<file path="src/rtl/cpcs_encoder_nl.sv">
// Multi-lane 8b/10b encoder for the CorePCS transmit path.
// Two-stage pipeline: input register, then encode with lane-chained running disparity.
module cpcs_encoder_nl #(
    parameter int LANES = 2
) (
    input  logic                  CLK,
    input  logic                  aresetn,
    input  logic [8*LANES-1:0]    DIN,
    input  logic [LANES-1:0]      KIN,
    input  logic                  VALID_IN,
    input  logic                  FORCE_DISP,
    input  logic                  DISP_SEL,
    output logic [10*LANES-1:0]   DOUT,
    output logic                  VALID_OUT,
    output logic [LANES-1:0]      INVALID_K,
    output logic                  RD_OUT
);

    localparam logic [9:0] K28_5_RDM = 10'b0011111010;

    typedef struct packed {
        logic [9:0] sym;
        logic       rd;
        logic       invk;
    } lane_enc_t;

    // 5b/6b sub-block in its RD- form (abcdei, a is the MSB)
    function automatic logic [5:0] enc5b6b(input logic [4:0] x);
        case (x)
            5'd0:  return 6'b100111;
            5'd1:  return 6'b011101;
            5'd2:  return 6'b101101;
            5'd3:  return 6'b110001;
            5'd4:  return 6'b110101;
            5'd5:  return 6'b101001;
            5'd6:  return 6'b011001;
            5'd7:  return 6'b111000;
            5'd8:  return 6'b111001;
            5'd9:  return 6'b100101;
            5'd10: return 6'b010101;
            5'd11: return 6'b110100;
            5'd12: return 6'b001101;
            5'd13: return 6'b101100;
            5'd14: return 6'b011100;
            5'd15: return 6'b010111;
            5'd16: return 6'b011011;
            5'd17: return 6'b100011;
            5'd18: return 6'b010011;
            5'd19: return 6'b110010;
            5'd20: return 6'b001011;
            5'd21: return 6'b101010;
            5'd22: return 6'b011010;
            5'd23: return 6'b111010;
            5'd24: return 6'b110011;
            5'd25: return 6'b100110;
            5'd26: return 6'b010110;
            5'd27: return 6'b110110;
            5'd28: return 6'b001110;
            5'd29: return 6'b101110;
            5'd30: return 6'b011110;
            default: return 6'b101011;
        endcase
    endfunction

    // 3b/4b sub-block in its form for RD- after the 6b sub-block (fghj)
    function automatic logic [3:0] enc3b4b(input logic [2:0] y, input logic alt7);
        case (y)
            3'd0:    return 4'b1011;
            3'd1:    return 4'b1001;
            3'd2:    return 4'b0101;
            3'd3:    return 4'b1100;
            3'd4:    return 4'b1101;
            3'd5:    return 4'b1010;
            3'd6:    return 4'b0110;
            default: return alt7 ? 4'b0111 : 4'b1110;
        endcase
    endfunction

    function automatic lane_enc_t encode_lane(
        input logic [7:0] b,
        input logic       k,
        input logic       rd_in
    );
        lane_enc_t  r;
        logic [4:0] x;
        logic [2:0] y;
        logic       k_ok;
        logic       kk;
        logic       unbal6;
        logic       unbal4;
        logic       rd6;
        logic       alt7;
        logic [5:0] six;
        logic [3:0] four_m;
        logic [3:0] four_p;
        logic [3:0] four;

        x    = b[4:0];
        y    = b[7:5];
        k_ok = (x == 5'd28) ||
               ((y == 3'd7) && ((x == 5'd23) || (x == 5'd27) || (x == 5'd29) || (x == 5'd30)));
        kk   = k && k_ok;

        six    = (kk && (x == 5'd28)) ? 6'b001111 : enc5b6b(x);
        unbal6 = ($countones(six) != 3);
        if (rd_in && (unbal6 || (x == 5'd7))) begin
            six = ~six;
        end
        rd6 = rd_in ^ unbal6;

        alt7 = kk || (rd6 ? ((x == 5'd11) || (x == 5'd13) || (x == 5'd14))
                          : ((x == 5'd17) || (x == 5'd18) || (x == 5'd20)));
        four_m = enc3b4b(y, alt7);
        unbal4 = ($countones(four_m) != 2);
        four_p = (unbal4 || (y == 3'd3)) ? ~four_m : four_m;
        // Control characters use the RD+ data column as their base and invert it at RD-,
        // which also covers the otherwise-balanced K28.1/.2/.5/.6 alternation.
        if (kk) begin
            four = rd6 ? four_p : ~four_p;
        end else begin
            four = rd6 ? four_p : four_m;
        end

        r.sym  = {six, four};
        r.rd   = rd6 ^ unbal4;
        r.invk = k && !k_ok;
        return r;
    endfunction

    logic [8*LANES-1:0]  s1_din;
    logic [LANES-1:0]    s1_kin;
    logic                s1_valid;
    logic                s1_force;
    logic                s1_sel;
    logic                rd_q;

    logic [LANES:0]      rd_chain;
    logic [10*LANES-1:0] enc_dout;
    logic [LANES-1:0]    enc_invk;
    lane_enc_t           lane_r;

    always_ff @(posedge CLK or negedge aresetn) begin
        if (!aresetn) begin
            s1_din   <= '0;
            s1_kin   <= '0;
            s1_valid <= 1'b0;
            s1_force <= 1'b0;
            s1_sel   <= 1'b0;
        end else begin
            s1_din   <= DIN;
            s1_kin   <= KIN;
            s1_valid <= VALID_IN;
            s1_force <= FORCE_DISP;
            s1_sel   <= DISP_SEL;
        end
    end

    // RD ripples lane 0 -> LANES-1 within the cycle so back-to-back words need no bubble
    always_comb begin
        rd_chain    = '0;
        enc_dout    = '0;
        enc_invk    = '0;
        lane_r      = '0;
        rd_chain[0] = s1_force ? s1_sel : rd_q;
        for (int unsigned i = 0; i < LANES; i++) begin
            lane_r               = encode_lane(s1_din[8*i +: 8], s1_kin[i], rd_chain[i]);
            enc_dout[10*i +: 10] = lane_r.sym;
            enc_invk[i]          = lane_r.invk;
            rd_chain[i+1]        = lane_r.rd;
        end
    end

    always_ff @(posedge CLK or negedge aresetn) begin
        if (!aresetn) begin
            rd_q      <= 1'b0;
            DOUT      <= {LANES{K28_5_RDM}};
            INVALID_K <= '0;
            VALID_OUT <= 1'b0;
        end else begin
            VALID_OUT <= s1_valid;
            if (s1_valid) begin
                DOUT      <= enc_dout;
                INVALID_K <= enc_invk;
                rd_q      <= rd_chain[LANES];
            end
        end
    end

    assign RD_OUT = rd_q;

endmodule

</file>
<file path="config.mk">
export PLATFORM = sky130hd
export DESIGN_NAME = cpcs_encoder_nl
export DESIGN_NICKNAME = d
export VERILOG_FILES = /design/src/rtl/cpcs_encoder_nl.sv
export SDC_FILE = /design/constraint.sdc
export NUM_CORES = 1
export LEC_CHECK = 0
export CAP_MARGIN = 20
export CORE_ASPECT_RATIO = 1.2
export CORE_MARGIN = 10
export CORE_UTILIZATION = 35
export CTS_CLUSTER_DIAMETER = 100
export CTS_CLUSTER_SIZE = 16
export DETAILED_ROUTE_END_ITERATION = 7
export PLACE_DENSITY_LB_ADDON = 0.15
export SKIP_CTS_REPAIR_TIMING = 1
export SYNTH_ARGS = -nofsm -noshare
export SYNTH_HDL_FRONTEND = slang
export SYNTH_SLANG_ARGS = --single-unit
</file>
<file path="constraint.sdc">
create_clock -name CLK -period 7.9 [get_ports CLK]
set_input_delay 1.975 -clock CLK [delete_from_list [all_inputs] [get_ports CLK]]
set_output_delay 1.975 -clock CLK [all_outputs]
set_load 0.01 [all_outputs]
</file>
==> results.yml, run 1 <==
timing:
  slew_violations: 0
  timing.hold.ws_ns: 0.481
  fin_crit_ns: 8.14
  fmax_mhz: 123
  fin_crit_sh_pct: 103
  finalSetupViolCount: 4
  timing.setup.tns_ns: -0.666
  layout_setup_ws_ns: -0.242
  clock_skew_ns: 0.00667
  worstMarginPinSlew_ns: 0.665
  slew_headroom_pct: 55.7
  rsz0062_at_grt: "true"
  hold_viol: 0
run_status:
  violations: "negative setup slack"
  outcome: "complete, but fails checks"
floorplan:
  dieArea_um2: 13500
  die_height_um: 125
  ioPinCount: 47
  die_x_um: 108
  core_um2: 9030
  placementRows: 38
  start_util_pct: 35.8
clock_tree:
  clkSlewWorstSetupHoldPaths_ns: 0.09
  numCtsBuffers: 5
  clockRootBuffer: "clkbuf_8"
  cts.path.max_buffers: 2
  cts_sinks: 45
  clock_latency_ns: 0.30
  htreeDepth: 2
  tritoncts: "yes"
worst_hold_path:
  hold_class: "flop to flop"
  holdPathEnd: "DOUT[14]$_DFFE_PN1P_"
  hold_depth: 2
  hold_start: "DOUT[14]$_DFFE_PN1P_"
setup_path:
  slowest_stage: "fa_1"
  crit_arrival_ns: 8.36
  r2r-end: "DOUT[13]$_DFFE_PN1P_"
  r2r_start: "s1_din[1]$_DFF_PN0_"
  critical_path.startpoint: "s1_din[1]$_DFF_PN0_"
  start_kind: "flop"
  worst_r2r_path_depth: 34
  cpPeakStageDelay_ns: 0.55
  cpMostUsedCell: "fa_1"
  critPathKind: "flop to flop"
  cp-end-kind: "flop"
  ff2ff_setup_slack_ns: -0.24
  cp_max_fo: 5
  cp.required_ns: 8.12
synth:
  synth-seq-area-share_pct: 35.3
  synth_flop_cell: "dfrtp_1"
  syn_inst: 334
  ys_ff_latch: 45
  async_flop_share_pct: 100
  syn_area_um2: 3230
  postSynthAreaPerCell_um2: 9.67
  synth_cell_types: 63
  synth_edf_count: 0
  yosys_warnings: 0
  syn-num-nets: 385
power:
  power.leakage_nw: 1.83
  power_density_nw_per_um2: 269
  finalPower_w: 0.00118
  peakVddDrop_v: 0.000137
drt:
  drc: 0
  post_drt_wl_per_cell_um: 15.3
  drtIter0Drc: 105
  drt-pass1-iter-count: 4
  viasPerCell: 5.01
  antenna_left: 0
  wl_um: 8220
  vias: 2687
global_routing:
  grt_pass1_wl_um: 13500
  grt_use_total_pct: 12.2
  grt_overflow: 0
  antenna_found_initial: 0
  grt_pass1_vias: 2690
  grt_max_degree: 46
flow_run:
  drv_cap: 0
placed_design:
  hpwl_um: 6170
  gp_congestion: 0.875
  portBuffers: 46
  place_inst: 521
layout:
  nets: 466
  fillerInstances: 847
  finalNonFillerCells: 536
  areaGrowthSynthToFinish_pct: 36.2
  drive_above_1_share_pct: 29.1
  insertedDiodeCount: 0
-- power by group --
part | total [W] | internal [W] | leakage, nW | switching [W]
combinational | 0.000683 | 0.000385 | 1.28 | 0.000297
clock | 0.000144 | 0.0000615 | 0.0450 | 0.0000820
sequential | 0.000357 | 0.000314 | 0.508 | 0.0000434
-- cells in the mapped netlist (2+ instances only) --
| cell | count | share of area, % |
|---|---|---|
| mux2_2 | 8 | 2.8 |
| xor2_1 | 8 | 2.2 |
| nand3_1 | 8 | 1.2 |
| buf_2 | 7 | 1.1 |
| o221ai_1 | 2 | 0.54 |
| a31oi_1 | 3 | 0.58 |
| o211ai_1 | 4 | 0.93 |
| nand2b_1 | 6 | 1.2 |
| mux2i_1 | 6 | 1.9 |
| a21boi_0 | 2 | 0.46 |
| inv_1 | 17 | 2.0 |
| nor2b_1 | 4 | 0.77 |
| nor4_1 | 3 | 0.58 |
| and2_1 | 2 | 0.39 |
| nor3_1 | 3 | 0.46 |
| a211oi_1 | 6 | 1.4 |
| nor3b_1 | 2 | 0.46 |
| nand4_1 | 2 | 0.39 |
| o21ai_0 | 15 | 2.3 |
| ha_1 | 20 | 7.7 |
| or4b_1 | 2 | 0.62 |
| a21oi_1 | 24 | 3.7 |
| fa_1 | 8 | 5.0 |
| a21o_1 | 6 | 1.4 |
| xnor2_1 | 13 | 3.5 |
| dfstp_2 | 12 | 9.8 |
| o31ai_1 | 2 | 0.46 |
| clkbuf_1 | 10 | 1.2 |
| dfrtp_1 | 33 | 26 |
| o22ai_1 | 2 | 0.39 |
| nand2_1 | 34 | 4.0 |
| nor2_1 | 26 | 3.0 |
| o22a_1 | 3 | 0.81 |
| o32ai_1 | 2 | 0.54 |
-- registers in the layout, indices dropped and copies added (netlist names) --
register,count
DOUT,20
s1_din,16
INVALID_K,2
s1_kin,2
RD_OUT,1
VALID_OUT,1
s1_force,1
s1_sel,1
s1_valid,1
-- routing by layer --
| metal | global-route usage [%] | vias to the layer above | wire (µm) | share of wire, % |
|---|---|---|---|---|
| met5 | 0 | - | 0 | 0 |
| met4 | 3.31 | 0 | 138 | 1.7 |
| met3 | 3.19 | 9 | 348 | 4.2 |
| met2 | 21.4 | 53 | 4230 | 51 |
| met1 | 14.3 | 1298 | 3500 | 43 |
| li1 | - | 1327 | - | - |
-- placed cells by master (no fill, tap or decap), drive strengths merged, types with 3 or more instances in the layout --
master and count:
nor3b 3, nor2b 4, mux2i 8, clkbuf 6, clkdlybuf4s50 45, nand2 34, dfrtp 33, o21ai 17
a21oi 25, o211ai 4, a21o 6, mux2 8, dfstp 12, nand3 8, xnor2 14, ha 20
a31oi 3, nor4 3, nor2 26, buf 47, a211oi 6, xor2 9, nor3 3, o22a 3
nand2b 6, inv 18, fa 8
-- how the worst max path moves through the flow --
stage / slack, ns / endpoint
2_1_floorplan: -0.08 / DOUT[10]$_DFFE_PN0P_
3_3_place_gp: -0.17 / DOUT[13]$_DFFE_PN1P_
3_5_place_dp: -0.37 / DOUT[13]$_DFFE_PN1P_
4_1_cts: -0.40 / DOUT[13]$_DFFE_PN1P_
5_1_grt: -0.59 / DOUT[13]$_DFFE_PN1P_
6_report: -0.24 / DOUT[13]$_DFFE_PN1P_
-- cell type report --
type	count	area, µm²	area share [%]
Clock buffer	6	72.6	1.65
Clock inverter	2	10.0	0.228
Sequential cell	45	1140	26.0
Timing Repair Buffer	92	833	18.9
Multi-Input combinational cell	253	2120	48.2
Tap cell	120	150	3.41
Inverter	18	70.1	1.59
-- kinds of logic (layout without fill, tap and decap cells) --
kind of cell	Yosys count	after routing	synth area share [%]
buffers and inverters	36	118	4.45
and+or+nand+nor	99	99	15.5
AOI/OAI and AO/OA	84	84	17.2
xor gates and xnor gates	24	24	8.13
adders and majority gates	29	29	13.0
muxes	17	17	6.47
DFF	45	45	35.3
-- per-stage QoR --
step | setup slack [ns] | utilization [%] | cell area [µm²]
final | -0.242 | 48.7 | 4400
after global routing | -0.593 | 48.7 | 4400
after CTS | -0.398 | 47.2 | 4260
after detailed placement | -0.366 | 46.2 | 4180
after global placement | -0.168 | 46.2 | 4180
after floorplan | -0.0828 | - | 3350
-- critical path: cells and delay by family (launching register included) --
| family | cells | cell delay (ns) |
|---|---|---|
| AOI/OAI and AO/OA | 8 | 1.34 |
| xor gates and xnor gates | 1 | 0.16 |
| adders and majority gates | 11 | 3.64 |
| buffers and inverters | 3 | 0.20 |
| DFF | 1 | 0.43 |
| muxes | 2 | 0.46 |
| and+or+nand+nor | 9 | 1.84 |
Note: power is estimated with default switching activity, not from simulation.
==> inputs of run 2 (changes only) <==
--- a/config.mk
+++ b/config.mk
@@ -12,7 +12,7 @@
 export CTS_CLUSTER_DIAMETER = 100
 export CTS_CLUSTER_SIZE = 16
 export DETAILED_ROUTE_END_ITERATION = 7
-export PLACE_DENSITY_LB_ADDON = 0.15
+export PLACE_DENSITY = 0.62
 export SKIP_CTS_REPAIR_TIMING = 1
 export SYNTH_ARGS = -nofsm -noshare
 export SYNTH_HDL_FRONTEND = slang
==> run 2 against run 1 <==
  * The run still ends with negative setup slack left
  * Sequential share of layout area down 0.25 points
  * Core utilization up 0.47 points
  * Routed wire length down 1.9%
  * Via count up 2.0%
  * Combinational power up 1%
  * First-iteration DRC count up 20%
  * Maximum frequency down 0.29%
  * Critical path depth unchanged
  * Worst setup slack worse by 0.024 ns
==> results.yml, run 2 (synthesis gave the netlist of run 1 again) <==
setup_path:
  cp.required_ns: 8.12
  cpMostUsedCell: "fa_1"
  critPathKind: "flop to flop"
  r2r_start: "s1_din[1]$_DFF_PN0_"
  cpPeakStageDelay_ns: 0.56
  slowest_stage: "fa_1"
  critical_path.startpoint: "s1_din[1]$_DFF_PN0_"
  crit_arrival_ns: 8.39
  cp-end-kind: "flop"
  cp_max_fo: 5
  start_kind: "flop"
layout:
  areaGrowthSynthToFinish_pct: 37.5
  top_regs: "DOUT (20), s1_din (16)"
  finalNonFillerCells: 540
  top_register: "DOUT"
  drive_above_1_share_pct: 30.5
  final_cell_mix: "49 x buf_4, 45 x clkdlybuf4s50_1, 33 x nand2_1"
  final_common_cell: "buf_4"
  multiInputGateArea_um2: 2160
  nets: 470
  fillerInstances: 865
  insertedDiodeCount: 0
  regArea_um2: 1140
  largest_reg_flops: 20
  fin_util_pct: 49.2
clock_tree:
  clock_latency_ns: 0.30
  clockRootBuffer: "clkbuf_8"
  clkSlewWorstSetupHoldPaths_ns: 0.09
  htreeDepth: 2
  tritoncts: "yes"
  cts.path.max_buffers: 2
  numCtsBuffers: 5
  cts_sinks: 45
power:
  switching_share_pct: 35.4
  power.leakage_nw: 1.85
  seq_power_share_pct: 30.1
  clkPwrFrac_pct: 11.8
  finalPower_w: 0.00119
  switchingPower_w: 0.000421
  power.internal_w: 0.000767
  peakVddDrop_v: 0.0000825
  p_comb_share_pct: 58.2
  power_density_nw_per_um2: 267
timing:
  worstMarginPinSlew_ns: 0.703
  layout_setup_ws_ns: -0.266
  slew_violations: 0
  timing.setup.tns_ns: -0.798
  rsz0062_at_grt: "true"
  fmax_mhz: 122
  fin_crit_ns: 8.17
  fin_crit_sh_pct: 103
  slew_headroom_pct: 53.1
  clock_skew_ns: 0.0142
  finalSetupViolCount: 4
  hold_viol: 0
drt:
  wl_met1_um: 3240
  vias: 2741
  wl_um: 8070
  drc: 0
  antenna_left: 0
  top_layer: "met4"
  dr_wl_met3_um: 366
  routed-wl-met2_um: 4390
  drtIter0Drc: 126
  viasPerCell: 5.08
  post_drt_wl_per_cell_um: 14.9
  drt-pass1-iter-count: 4
run_status:
  outcome: "complete, but fails checks"
  violations: "negative setup slack"
global_routing:
  grt_pass1_wl_um: 13200
  grt_max_degree: 46
  grt_pass1_vias: 2795
  antenna_found_initial: 0
  grt_use_total_pct: 11.7
  grt_overflow: 0
placed_design:
  hpwl_um: 5970
  place_inst: 525
  gp_congestion: 0.867
  portBuffers: 46
worst_hold_path:
  hold_class: "flop to flop"
  hold_start: "DOUT[14]$_DFFE_PN1P_"
floorplan:
  ioPinCount: 47
  placementRows: 38
  start_util_pct: 35.8
  die_x_um: 108
  core_um2: 9030
  dieArea_um2: 13500
  die_height_um: 125
flow_run:
  drv_cap: 0
-- run 2: cell type report --
class	instances	area share (%)
clock buffers	7	1.72
clock inverters	1	0.113
inverters	18	1.58
multi-input cells	253	48.7
flip-flops and latches	45	25.7
well taps	120	3.38
repair buffers	96	18.8
-- run 2: power by group through the flow --
stage	Sequential (W)	Clock, W	Combinational (W)
after floorplan	0.000379	0	0.000402
after global placement	0.000361	0	0.000650
after detailed placement	0.000362	0	0.000659
after CTS	0.000359	0.000146	0.000661
after global routing	0.000367	0.000155	0.000762
final	0.000357	0.000140	0.000691
-- run 2: worst paths after layout --
| check | slack (ns) | end | cells after the start |
|---|---|---|---|
| worst min-delay path | 0.47 | DOUT[14]$_DFFE_PN1P_ | 2 |
| worst max register to register | -0.27 | DOUT[13]$_DFFE_PN1P_ | 34 |
| min in group asynchronous | 1.76 | DOUT[2]$_DFFE_PN0P_ | 2 |
| worst max-delay path | -0.27 | DOUT[13]$_DFFE_PN1P_ | 34 |
| max in group asynchronous | 5.72 | s1_din[3]$_DFF_PN0_ | 2 |
| worst min register to register | 0.47 | DOUT[14]$_DFFE_PN1P_ | 2 |
-- run 2: metrics by stage --
stage | setup slack, ns | instance area [µm²] | hold WS, ns
after floorplan | -0.0828 | 3350 | 0.443
after global placement | -0.171 | 4200 | 0.461
after detailed placement | -0.432 | 4200 | 0.462
after CTS | -0.448 | 4280 | 0.476
after global routing | -0.595 | 4440 | 0.516
final | -0.266 | 4440 | 0.472
-- run 2: routing by layer --
metal / track usage [%] / up-vias
met1: 13.4 / 1346
li1: - / 1332
met5: 0 / -
met4: 2.91 / 0
met3: 3.24 / 5
met2: 20.5 / 58
-- run 2: critical path, delay by kind of cell, from the launching register on --
family | cells | cell delay, ns
AOI/OAI and AO/OA | 7 | 0.97
xor gates and xnor gates | 1 | 0.16
adders and majority gates | 11 | 3.73
buffers and inverters | 3 | 0.20
DFF | 1 | 0.43
muxes | 2 | 0.39
and+or+nand+nor | 10 | 2.18
==> inputs of run 3 (changes only) <==
--- a/config.mk
+++ b/config.mk
@@ -8,11 +8,11 @@
 export CAP_MARGIN = 20
 export CORE_ASPECT_RATIO = 1.2
 export CORE_MARGIN = 10
-export CORE_UTILIZATION = 35
+export CORE_UTILIZATION = 50
 export CTS_CLUSTER_DIAMETER = 100
 export CTS_CLUSTER_SIZE = 16
 export DETAILED_ROUTE_END_ITERATION = 7
-export PLACE_DENSITY = 0.62
+export PLACE_DENSITY = 0.81
 export SKIP_CTS_REPAIR_TIMING = 1
 export SYNTH_ARGS = -nofsm -noshare
 export SYNTH_HDL_FRONTEND = slang
==> run 3 against run 2 <==
  * Count of clock-buffer cells in the layout unchanged
  * Core utilization up 19 points
  * The flow still finishes with violations (negative setup slack)
  * Sequential power about the same
  * First-iteration DRC count down 17%
==> results.yml, run 3 (synthesis gave the netlist of run 1 again) <==
setup_path:
  critPathKind: "flop to flop"
  cp_max_fo: 5
  cpPeakStageDelay_ns: 0.50
  crit_buf_inv: 4
  cp.required_ns: 8.14
  slowest_stage: "fa_1"
  start_kind: "flop"
  ff2ff_setup_slack_ns: -0.40
  cp-end-kind: "flop"
  cpMostUsedCell: "fa_1"
  crit_arrival_ns: 8.54
  cp_top_family: "adder cells"
drt:
  drt-pass1-iter-count: 4
  drc: 0
  drtIter0Drc: 104
  post_drt_wl_per_cell_um: 15.2
  wl_um: 7560
  vias: 2699
  viasPerCell: 5.44
  antenna_left: 0
worst_hold_path:
  hold_class: "flop to flop"
timing:
  rsz0062_at_grt: "true"
  fin_crit_ns: 8.30
  fin_crit_sh_pct: 105
  worstMarginPinSlew_ns: 0.607
  finalSetupViolCount: 4
  hold_viol: 0
  timing.hold.ws_ns: 0.483
  fmax_mhz: 120
  clock_skew_ns: 0.0156
  slew_headroom_pct: 59.6
  slew_violations: 0
  layout_setup_ws_ns: -0.404
layout:
  top_regs: "DOUT (20), s1_din (16)"
  nets: 461
  drive_above_1_share_pct: 27.5
  areaGrowthSynthToFinish_pct: 33.5
  final_cell_area_um2: 4310
  final_cell_mix: "45 x clkdlybuf4s50_1, 38 x buf_4, 33 x nand2_1"
  largest_reg_flops: 20
  top_register: "DOUT"
  insertedDiodeCount: 0
  final_common_cell: "clkdlybuf4s50_1"
placed_design:
  placedInstanceArea_um2: 4080
  portBuffers: 46
  hpwl_um: 5690
  gp_congestion: 0.890
power:
  power.internal_w: 0.000756
  clkPwrFrac_pct: 11.8
  p_comb_share_pct: 58.2
  power_density_nw_per_um2: 274
  seq_power_share_pct: 30.0
  peakVddDrop_v: 0.000154
  power.leakage_nw: 1.80
  switchingPower_w: 0.000428
  switching_share_pct: 36.1
floorplan:
  ioPinCount: 47
  dieArea_um2: 10100
  die_x_um: 93.4
  core_um2: 6370
  die_height_um: 108
  start_util_pct: 50.7
  placementRows: 32
clock_tree:
  clock_latency_ns: 0.31
  cts.path.max_buffers: 2
  clockRootBuffer: "clkbuf_8"
  clkSlewWorstSetupHoldPaths_ns: 0.09
  htreeDepth: 2
  cts_sinks: 45
  numCtsBuffers: 5
  tritoncts: "yes"
flow_run:
  drv_cap: 0
run_status:
  outcome: "complete, but fails checks"
  violations: "negative setup slack"
global_routing:
  grt_overflow: 0
  antenna_found_initial: 0
  grt_pass1_wl_um: 12200
  grt_use_total_pct: 14.6
  grt_max_degree: 46
  grt_pass1_vias: 2684
run 3: worst paths after layout:
path / cells past startpoint / to / startpoint
setup / recovery: 33 / DOUT[13]$_DFFE_PN1P_ / s1_din[0]$_DFF_PN0_
hold / removal: 2 / DOUT[3]$_DFFE_PN1P_ / DOUT[3]$_DFFE_PN1P_
setup reg to reg: 33 / DOUT[13]$_DFFE_PN1P_ / s1_din[0]$_DFF_PN0_
hold reg to reg: 2 / DOUT[3]$_DFFE_PN1P_ / DOUT[3]$_DFFE_PN1P_
max in group asynchronous: 2 / DOUT[17]$_DFFE_PN1P_ / aresetn
min in group asynchronous: 1 / RD_OUT$_DFFE_PN0P_ / aresetn
run 3: metrics by stage:
step,cells,power [W],util (%),setup WS [ns],TNS [ns]
finish,496,0.00118,67.8,-0.404,-1.42
global route,496,0.00127,67.8,-0.796,-3.21
CTS,489,0.00116,65.4,-0.440,-1.62
detailed placement,481,0.00102,64.2,-0.445,-1.60
global placement,481,0.000993,64.2,-0.157,-0.527
floorplan,334,0.000781,-,-0.0828,-0.220
run 3: worst min-delay path, cell delays in order (launching register included):
cell	delay, ns
dfstp_2	0.37
nand2_1	0.05
o31ai_1	0.06
run 3: power groups by stage:
stage | registers [W] | clock network (W) | logic [W]
6_report | 0.000355 | 0.000140 | 0.000689
4_1_cts | 0.000356 | 0.000143 | 0.000660
3_5_place_dp | 0.000359 | 0 | 0.000659
5_1_grt | 0.000365 | 0.000151 | 0.000752
3_3_place_gp | 0.000357 | 0 | 0.000637
2_1_floorplan | 0.000379 | 0 | 0.000402
run 3: area by class of cell:
| type | instances | area (µm²) |
|---|---|---|
| clock buffer | 7 | 76.3 |
| timing repair buffer | 87 | 791 |
| inverter | 18 | 70.1 |
| multi-input combinational | 253 | 2120 |
| clock inverter | 1 | 5.00 |
| tap | 85 | 106 |
| sequential | 45 | 1140 |
| fill | 484 | 2050 |
run 3: layer usage:
metal	global-route usage (%)	wire [µm]	vias to the layer above
li1	-	-	1323
met1	18.3	3140	1280
met2	24.4	3780	82
met3	2.70	508	14
met4	5.96	136	0
met5	0	0	-
